[src/rtl/pc_sequencer.sv]
// Program-counter sequencer at the head of IF: picks the next fetch PC from
// sequential, branch, jump, exception and eret sources and owns the EPC.
// Latency: one clock from request to new pc; pc_plus is combinational from pc.
// Backpressure: stall freezes pc, and a redirect arriving during the stall is
// parked until release. Exceptions and reset are never held back.
//
// Ports:
//   clk, reset          clock and synchronous active-high reset
//   stall_i             freeze the fetch PC (hazard unit)
//   branch_taken_i/target, jump_i/target, exc_i/exc_pc_i, eret_i
//                       redirect requests, priority exc > eret > branch > jump
//   pc_o, pc_plus_o     current fetch PC and PC + INSTR_BYTES
//   pc_valid_o          pc_o is fetchable (1 from first cycle after reset)
//   epc_o               exception PC register
//   redirect_pending_o  a redirect is parked waiting for the stall to drop
//   misaligned_o        one-cycle pulse: the applied target had low bits set
module pc_sequencer #(
    parameter int               WIDTH        = 32,
    parameter int               INSTR_BYTES  = 4,
    parameter logic [WIDTH-1:0] RESET_VECTOR = 32'h0000_0000,
    parameter logic [WIDTH-1:0] EXC_VECTOR   = 32'h0000_0080
) (
    input  logic             clk,
    input  logic             reset,
    input  logic             stall_i,
    input  logic             branch_taken_i,
    input  logic [WIDTH-1:0] branch_target_i,
    input  logic             jump_i,
    input  logic [WIDTH-1:0] jump_target_i,
    input  logic             exc_i,
    input  logic [WIDTH-1:0] exc_pc_i,
    input  logic             eret_i,
    output logic [WIDTH-1:0] pc_o,
    output logic [WIDTH-1:0] pc_plus_o,
    output logic             pc_valid_o,
    output logic [WIDTH-1:0] epc_o,
    output logic             redirect_pending_o,
    output logic             misaligned_o
);

    // Low address bits that must be zero in an instruction address. With
    // INSTR_BYTES = 1 the mask is empty and nothing is ever misaligned.
    localparam logic [WIDTH-1:0] LOW_MASK = WIDTH'(INSTR_BYTES - 1);
    localparam logic [WIDTH-1:0] STEP     = WIDTH'(INSTR_BYTES);

    // RUN : pc advances or redirects freely (subject to stall).
    // HOLD: a redirect is parked in pend_tgt_q until stall releases.
    typedef enum logic {
        RUN  = 1'b0,
        HOLD = 1'b1
    } state_t;

    state_t           state_q, state_d;
    logic [WIDTH-1:0] pc_q, pc_d;
    logic [WIDTH-1:0] epc_q, epc_d;
    logic [WIDTH-1:0] pend_tgt_q, pend_tgt_d;
    logic             pend_mis_q, pend_mis_d;
    logic             mis_q, mis_d;
    logic             valid_q;

    // Live (this-cycle) redirect, excluding exceptions which bypass the FSM.
    logic             live_req;
    logic [WIDTH-1:0] live_raw;
    logic [WIDTH-1:0] live_tgt;
    logic             live_mis;

    // ------------------------------------------------------------------
    // Live redirect selection and alignment
    // ------------------------------------------------------------------
    always_comb begin
        live_req = eret_i | branch_taken_i | jump_i;
        live_raw = '0;
        if (eret_i) begin
            live_raw = epc_q;
        end else if (branch_taken_i) begin
            live_raw = branch_target_i;
        end else if (jump_i) begin
            live_raw = jump_target_i;
        end
        live_tgt = live_raw & ~LOW_MASK;
        live_mis = |(live_raw & LOW_MASK);
    end

    // ------------------------------------------------------------------
    // State register (with the datapath registers it sequences)
    // ------------------------------------------------------------------
    always_ff @(posedge clk) begin
        if (reset) begin
            state_q    <= RUN;
            pc_q       <= RESET_VECTOR;
            epc_q      <= '0;
            pend_tgt_q <= '0;
            pend_mis_q <= 1'b0;
            mis_q      <= 1'b0;
            valid_q    <= 1'b0;
        end else begin
            state_q    <= state_d;
            pc_q       <= pc_d;
            epc_q      <= epc_d;
            pend_tgt_q <= pend_tgt_d;
            pend_mis_q <= pend_mis_d;
            mis_q      <= mis_d;
            valid_q    <= 1'b1;
        end
    end

    // ------------------------------------------------------------------
    // Next-state logic
    // ------------------------------------------------------------------
    always_comb begin
        state_d    = state_q;
        pc_d       = pc_q;
        epc_d      = epc_q;
        pend_tgt_d = pend_tgt_q;
        pend_mis_d = pend_mis_q;
        mis_d      = 1'b0;

        if (exc_i) begin
            // Exception wins over everything, even a stall, and drops any
            // parked redirect. The vector is aligned by construction.
            pc_d       = EXC_VECTOR;
            epc_d      = exc_pc_i;
            pend_mis_d = 1'b0;
            state_d    = RUN;
        end else begin
            unique case (state_q)
                RUN: begin
                    if (!stall_i) begin
                        if (live_req) begin
                            pc_d  = live_tgt;
                            mis_d = live_mis;
                        end else begin
                            pc_d = pc_q + STEP;
                        end
                    end else if (live_req) begin
                        pend_tgt_d = live_tgt;
                        pend_mis_d = live_mis;
                        state_d    = HOLD;
                    end
                end
                HOLD: begin
                    if (stall_i) begin
                        // Latest redirect wins while frozen.
                        if (live_req) begin
                            pend_tgt_d = live_tgt;
                            pend_mis_d = live_mis;
                        end
                    end else begin
                        // Release: a redirect arriving on the release cycle is
                        // younger than the parked one and takes precedence.
                        state_d    = RUN;
                        pend_mis_d = 1'b0;
                        if (live_req) begin
                            pc_d  = live_tgt;
                            mis_d = live_mis;
                        end else begin
                            pc_d  = pend_tgt_q;
                            mis_d = pend_mis_q;
                        end
                    end
                end
                default: state_d = RUN;
            endcase
        end
    end

    // ------------------------------------------------------------------
    // Outputs
    // ------------------------------------------------------------------
    always_comb begin
        pc_o               = pc_q;
        pc_plus_o          = pc_q + STEP;
        pc_valid_o         = valid_q;
        epc_o              = epc_q;
        redirect_pending_o = (state_q == HOLD);
        misaligned_o       = mis_q;
    end

endmodule

[config.mk]
export PLATFORM = sky130hd
export DESIGN_NAME = pc_sequencer
export DESIGN_NICKNAME = d
export VERILOG_FILES = /design/src/rtl/pc_sequencer.sv
export SDC_FILE = /design/constraint.sdc
export NUM_CORES = 1
export LEC_CHECK = 0
export ABC_AREA = 1
export CELL_PAD_IN_SITES_DETAIL_PLACEMENT = 0
export CELL_PAD_IN_SITES_GLOBAL_PLACEMENT = 1
export CORE_UTILIZATION = 33
export DETAILED_ROUTE_END_ITERATION = 6
export GPL_ROUTABILITY_DRIVEN = 0
export PLACE_DENSITY = 0.91
export SYNTH_ARGS = -nofsm -noshare
export SYNTH_HDL_FRONTEND = slang
export SYNTH_SLANG_ARGS = --single-unit
export TNS_END_PERCENT = 100
[constraint.sdc]
create_clock -name clk -period 3.8 [get_ports clk]
set_input_delay 1.14 -clock clk [delete_from_list [all_inputs] [get_ports clk]]
set_output_delay 1.14 -clock clk [all_outputs]
set_load 0.02 [all_outputs]
* Word level (Yosys, flattened, before mapping)
Index checks and enable logic that the tools add are counted.
** Operators by class
- Bitwise operators :: 4
- Equal/unequal tests :: 5
- Mux-type cells :: 23
- Add/subtract/negate cells :: 1
- Reduce and logical (&&, ||, !) cells :: 5
** Operators with widths (count)
- 2-to-1 mux 32 bit :: 8
- case mux 32 bit (2 select lines) :: 1
- adder 32 x 3 -> 32 bit (second input constant) :: 1
- 2-to-1 mux 1 bit :: 10
- 2-to-1 mux 8 bit :: 1
- inequality test 2 bit (second input constant) :: 3
- inequality test 3 bit (second input constant) :: 2
- case mux 1 bit (2 select lines) :: 3
- AND reduction 2 bit :: 3
- OR reduction 2 bit :: 2
- inverter 1 bit :: 2
- OR 1 bit :: 2
** Storage, ports and cells
- Input bits :: 103
- Word-level logic and storage cells :: 46
- Register bits :: 100

* Logic depth before layout (Yosys ltp)
- Word-level depth :: 7
- Gate-level depth with buffers :: 10

* Worst setup path after synthesis
Ideal clock, no wire load.
- Path type :: register to output
- Start point :: register pc_q[3], in the netlist pc_o[3]
- End point :: output pc_plus_o[26]
- Arrival :: 1.546 ns
- Path slack :: 1.114 ns
- Cell stages (with the launch flop) :: 9
- Required time :: 2.660 ns
- Path through :: dfxtp_1 -> ha_1 -> nand2_1 -> nor2_2 -> nand2_2 -> nor2_8 -> nand2_1 -> nand2_1 -> and2_1
** On the way
- Cells in the longest elaborated chain, start to end :: 1
** Ends and longest elaborated chain
- start: declaration :: RTL line 54 : logic [WIDTH-1:0] pc_q, pc_d;
- start signal: assignment :: RTL line 98 : pc_q <= pc_d;
- adder 32 x 3 -> 32 bit :: RTL line 172 : pc_plus_o = pc_q + STEP;
- end: declaration :: RTL line 34 : output logic [WIDTH-1:0] pc_plus_o,
No other way between the ends.

* Final worst setup path
- Start point :: register pc_q[3], in the netlist pc_o[3]
- End point :: output pc_plus_o[12]
The elaborated chain is that of the path after synthesis.

==> metrics.md <==
| Metric | Value |
|---|---|
| Clock network fraction of design power | `35.9%` |
| Cell leakage power | `3.23 nW` |
| Synth Cell Area | `5620 µm²` |
| Site Rows | `47` |
| CORE AREA | `roughly 17000 µm²` |
| RSZ-0062 raised after global routing | `false` |
| Initial Util | `between 30% and 40%` |
| Worst Setup Slack, final | `between 200 and 300 ps` |
| Post-route DRC | `0` |
| Syn Area/Cell | `about 6.5 µm²` |
| Syn Nets | `972` |
| H-tree depth | `3` |
| Final clock skew | `11.0 ps` |
| HPWL Detailed | `14500 µm` |
| Ys async rst share | `0%` |
| Syn Inst Count | `868` |
| Die Height | `133 µm` |
| Slew Viols, Final | `0` |
| Routed Antenna Nets | `0` |
| Switching pwr | `744 µW` |
| Final nets | `1150` |
| Die area | `17600 µm²` |
| CP Data Arrival Time | `2380 ps` |
| GR Layer Usage met2 | `30.8%` |
| Vias in the first global route | `5580` |
| Dpl ws | `521 ps` |
| Initial antenna violation count | `0` |
| Share of cells above drive strength 1 | `6.66%` |
| Vias/cell | `4.76` |
| HP Start | `pend_tgt_q[0]$_SDFFE_PP0P_` |
| DR iter-0 viols | `between 400 and 500` |
| Largest net degree at the start of global routing | `32` |
| Global route hottest layer | `met1` |
| Final hold slack | `around 440 ps` |
| Cell taking the most area after synthesis | `dfxtp_1` |
| Iteration count of the initial detailed-routing pass | `5` |
| WP data required | `~2700 ps` |
| Design area | `8090 µm²` |
| Clk sinks | `100` |
| Total track usage | `21.5%` |
| Root buffer cell | `clkbuf_16` |
| Final wirelength | `18400 µm` |
| FF-to-FF setup slack | `2100 ps` |
| Layout Cells excl Fill | `1271` |
| Cell Int Power | `1.91 mW` |
| CTS tree | `yes` |
| EDFF count, synth | `0` |
| R2r startpoint | `pc_o[3]$_SDFFE_PP0P_` |
| Max Cap Viol | `0` |
| Hold Vio Cnt, Final | `0` |
| Final setup vio count | `0` |
| Setup TNS Final | `0 ps` |
| Die W | `about 130 µm` |
| Worst VDD drop | `181 µV` |
| Crit Path Category | `reg2out` |
| Synthesis-to-finish area growth | `43.8%` |
| Status | `completed` |
| Worst hold path type | `reg2reg` |
| Placed instance count | `1255` |
| Top Ports | `202` |
| Slew headroom | `56.5%` |
| Seq pwr share | `43.4%` |
| Yosys reg bits | `100` |
| Maximum clock path buffer count | `2` |
| R2R cell count | `9` |
| Total grt overflow | `0` |
| Seq/Total Area, Yosys | `~36%` |
| Hold EP | `pend_tgt_q[0]$_SDFFE_PP0P_` |
| Top_reg_cell synth | `dfxtp_1` |
| Crit start category | `register` |
| DP Area | `7770 µm²` |
| Worst-Skew Late Latency | `between 300 and 400 ps` |
| Worst-path clk slew | `70 ps` |
| Fmax | `284 MHz` |
| Total number of vias | `slightly above 6k` |
| CTS Buf Count | `9` |
| Top cell type's share of synthesized area | `35.6%` |
| ANT cells | `0` |
| First-pass GRT wire length | `30100 µm` |
| Hold path cells | `2` |
| Tcrit/Tclk final | `between 90% and 100%` |
| Routing usage on met1 | `32.8%` |
| Syn. warnings | `0` |
| Endpoint class of the critical path | `output port` |
| IO Port Bufs | `~200` |
| Area contributors post-synth | `dfxtp_1 36%, nand2_1 19%, a21oi_1 8.6%, o21ai_0 8.0%, nor2_1 5.8%` |
| Measured slew at the worst slew-check pin | `652 ps` |
| Reg-to-reg endpoint | `pc_o[30]$_SDFFE_PP0P_` |
| Crit path max fanout | `4` |
| Synth cell types | `32` |
| GR Layer Usage met3 | `3.10%` |
| Finished Core Util | `48.8%` |
| Combinational power share | `just over 20%` |
| Count leader, synth | `nand2_1` |
| Synth top cells by count | `289 x nand2_1, 100 x dfxtp_1, 97 x a21oi_1` |
| Total power | `2.65 mW` |
| Power per Cell Area | `approximately 330 nW/µm²` |
| Net Sw Frac | `28.1%` |
| DR WL/cell | `14.5 µm` |
| Min Tclk post-route | `3520 ps` |
-- cells in the final DEF, fill, tap and decap left out, types with 3 or more instances in the layout --
cell	n
a21oi_1	97
a22oi_1	4
and2_1	4
buf_4	13
clkbuf_16	9
clkdlybuf4s50_1	199
dfxtp_1	100
inv_1	43
inv_2	5
nand2_1	289
nand2_2	6
nand3_1	37
nand3b_1	7
nor2_1	87
nor2_2	6
nor2_4	10
nor2_8	3
o211ai_1	7
o21ai_0	90
xor2_1	6
xor2_2	8
-- how the worst max path moves through the flow --
| stage | to | start |
|---|---|---|
| 2_1_floorplan | pc_plus_o[26] | pc_o[3]$_SDFFE_PP0P_ |
| 6_report | pc_plus_o[12] | pc_o[3]$_SDFFE_PP0P_ |
| 5_1_grt | pc_plus_o[30] | pc_o[3]$_SDFFE_PP0P_ |
| 3_3_place_gp | pc_o[6]$_SDFFE_PP0P_ | jump_i |
| 3_5_place_dp | pend_tgt_q[19]$_SDFFE_PP0P_ | jump_i |
| 4_1_cts | pc_plus_o[26] | pc_o[3]$_SDFFE_PP0P_ |
-- sequential cells by signal, indices dropped and copies added, names as in the netlist --
signal	flops
epc_o	32
pc_o	32
redirect_pending_o	1
misaligned_o	1
pend_tgt_q	32
pend_mis_q	1
pc_valid_o	1
-- power groups by stage --
stage | Combinational, mW | Sequential (mW) | Clock (mW)
3_3_place_gp | 0.545 | 1.18 | 0
3_5_place_dp | 0.548 | 1.17 | 0
6_report | 0.549 | 1.15 | 0.952
4_1_cts | 0.551 | 1.15 | 0.976
5_1_grt | 0.603 | 1.16 | 1.01
2_1_floorplan | 0.230 | 1.21 | 0
-- logic make-up after synthesis --
family | after synthesis | share of synthesized area (%)
DFF | 100 | 35.6
and+or+nand+nor | 457 | 35.2
buffers and inverters | 95 | 7.25
xor gates and xnor gates | 15 | 3.40
AOI/OAI and AO/OA | 200 | 18.3
adders and majority gates | 1 | 0.222
-- worst max-delay path, cell delays in order (launching register included) --
cell and delay, ps:
dfxtp_1 400, ha_1 240, nand2_1 80, nor2_2 140, nand2_2 180, nor2_4 180
xor2_2 190, clkdlybuf4s50_1 630
-- repair_timing --
action | 4_1_cts | 5_1_grt
buffers inserted | 0 | 0
hold buffers | 0 | 0
resized for setup | 0 | 1
endpoints found under the setup margin | 0 | 1
-- metal layers --
metal / vias up / share of wire (%)
li1: 3169 / -
met1: 2654 / 52
met2: 215 / 41
met3: 14 / 5.5
met4: 0 / 1.2
met5: - / 0
-- layout make-up --
type | count | area, µm²
tap | 220 | 275
multi-input combinational | 673 | 3210
fill | 1677 | 8500
sequential | 100 | 2000
timing repair buffer | 214 | 2110
inverter | 48 | 180
clock inverter | 5 | 57.6
clock buffer | 11 | 253
No activity file was read; power rests on OpenSTA's default activity.
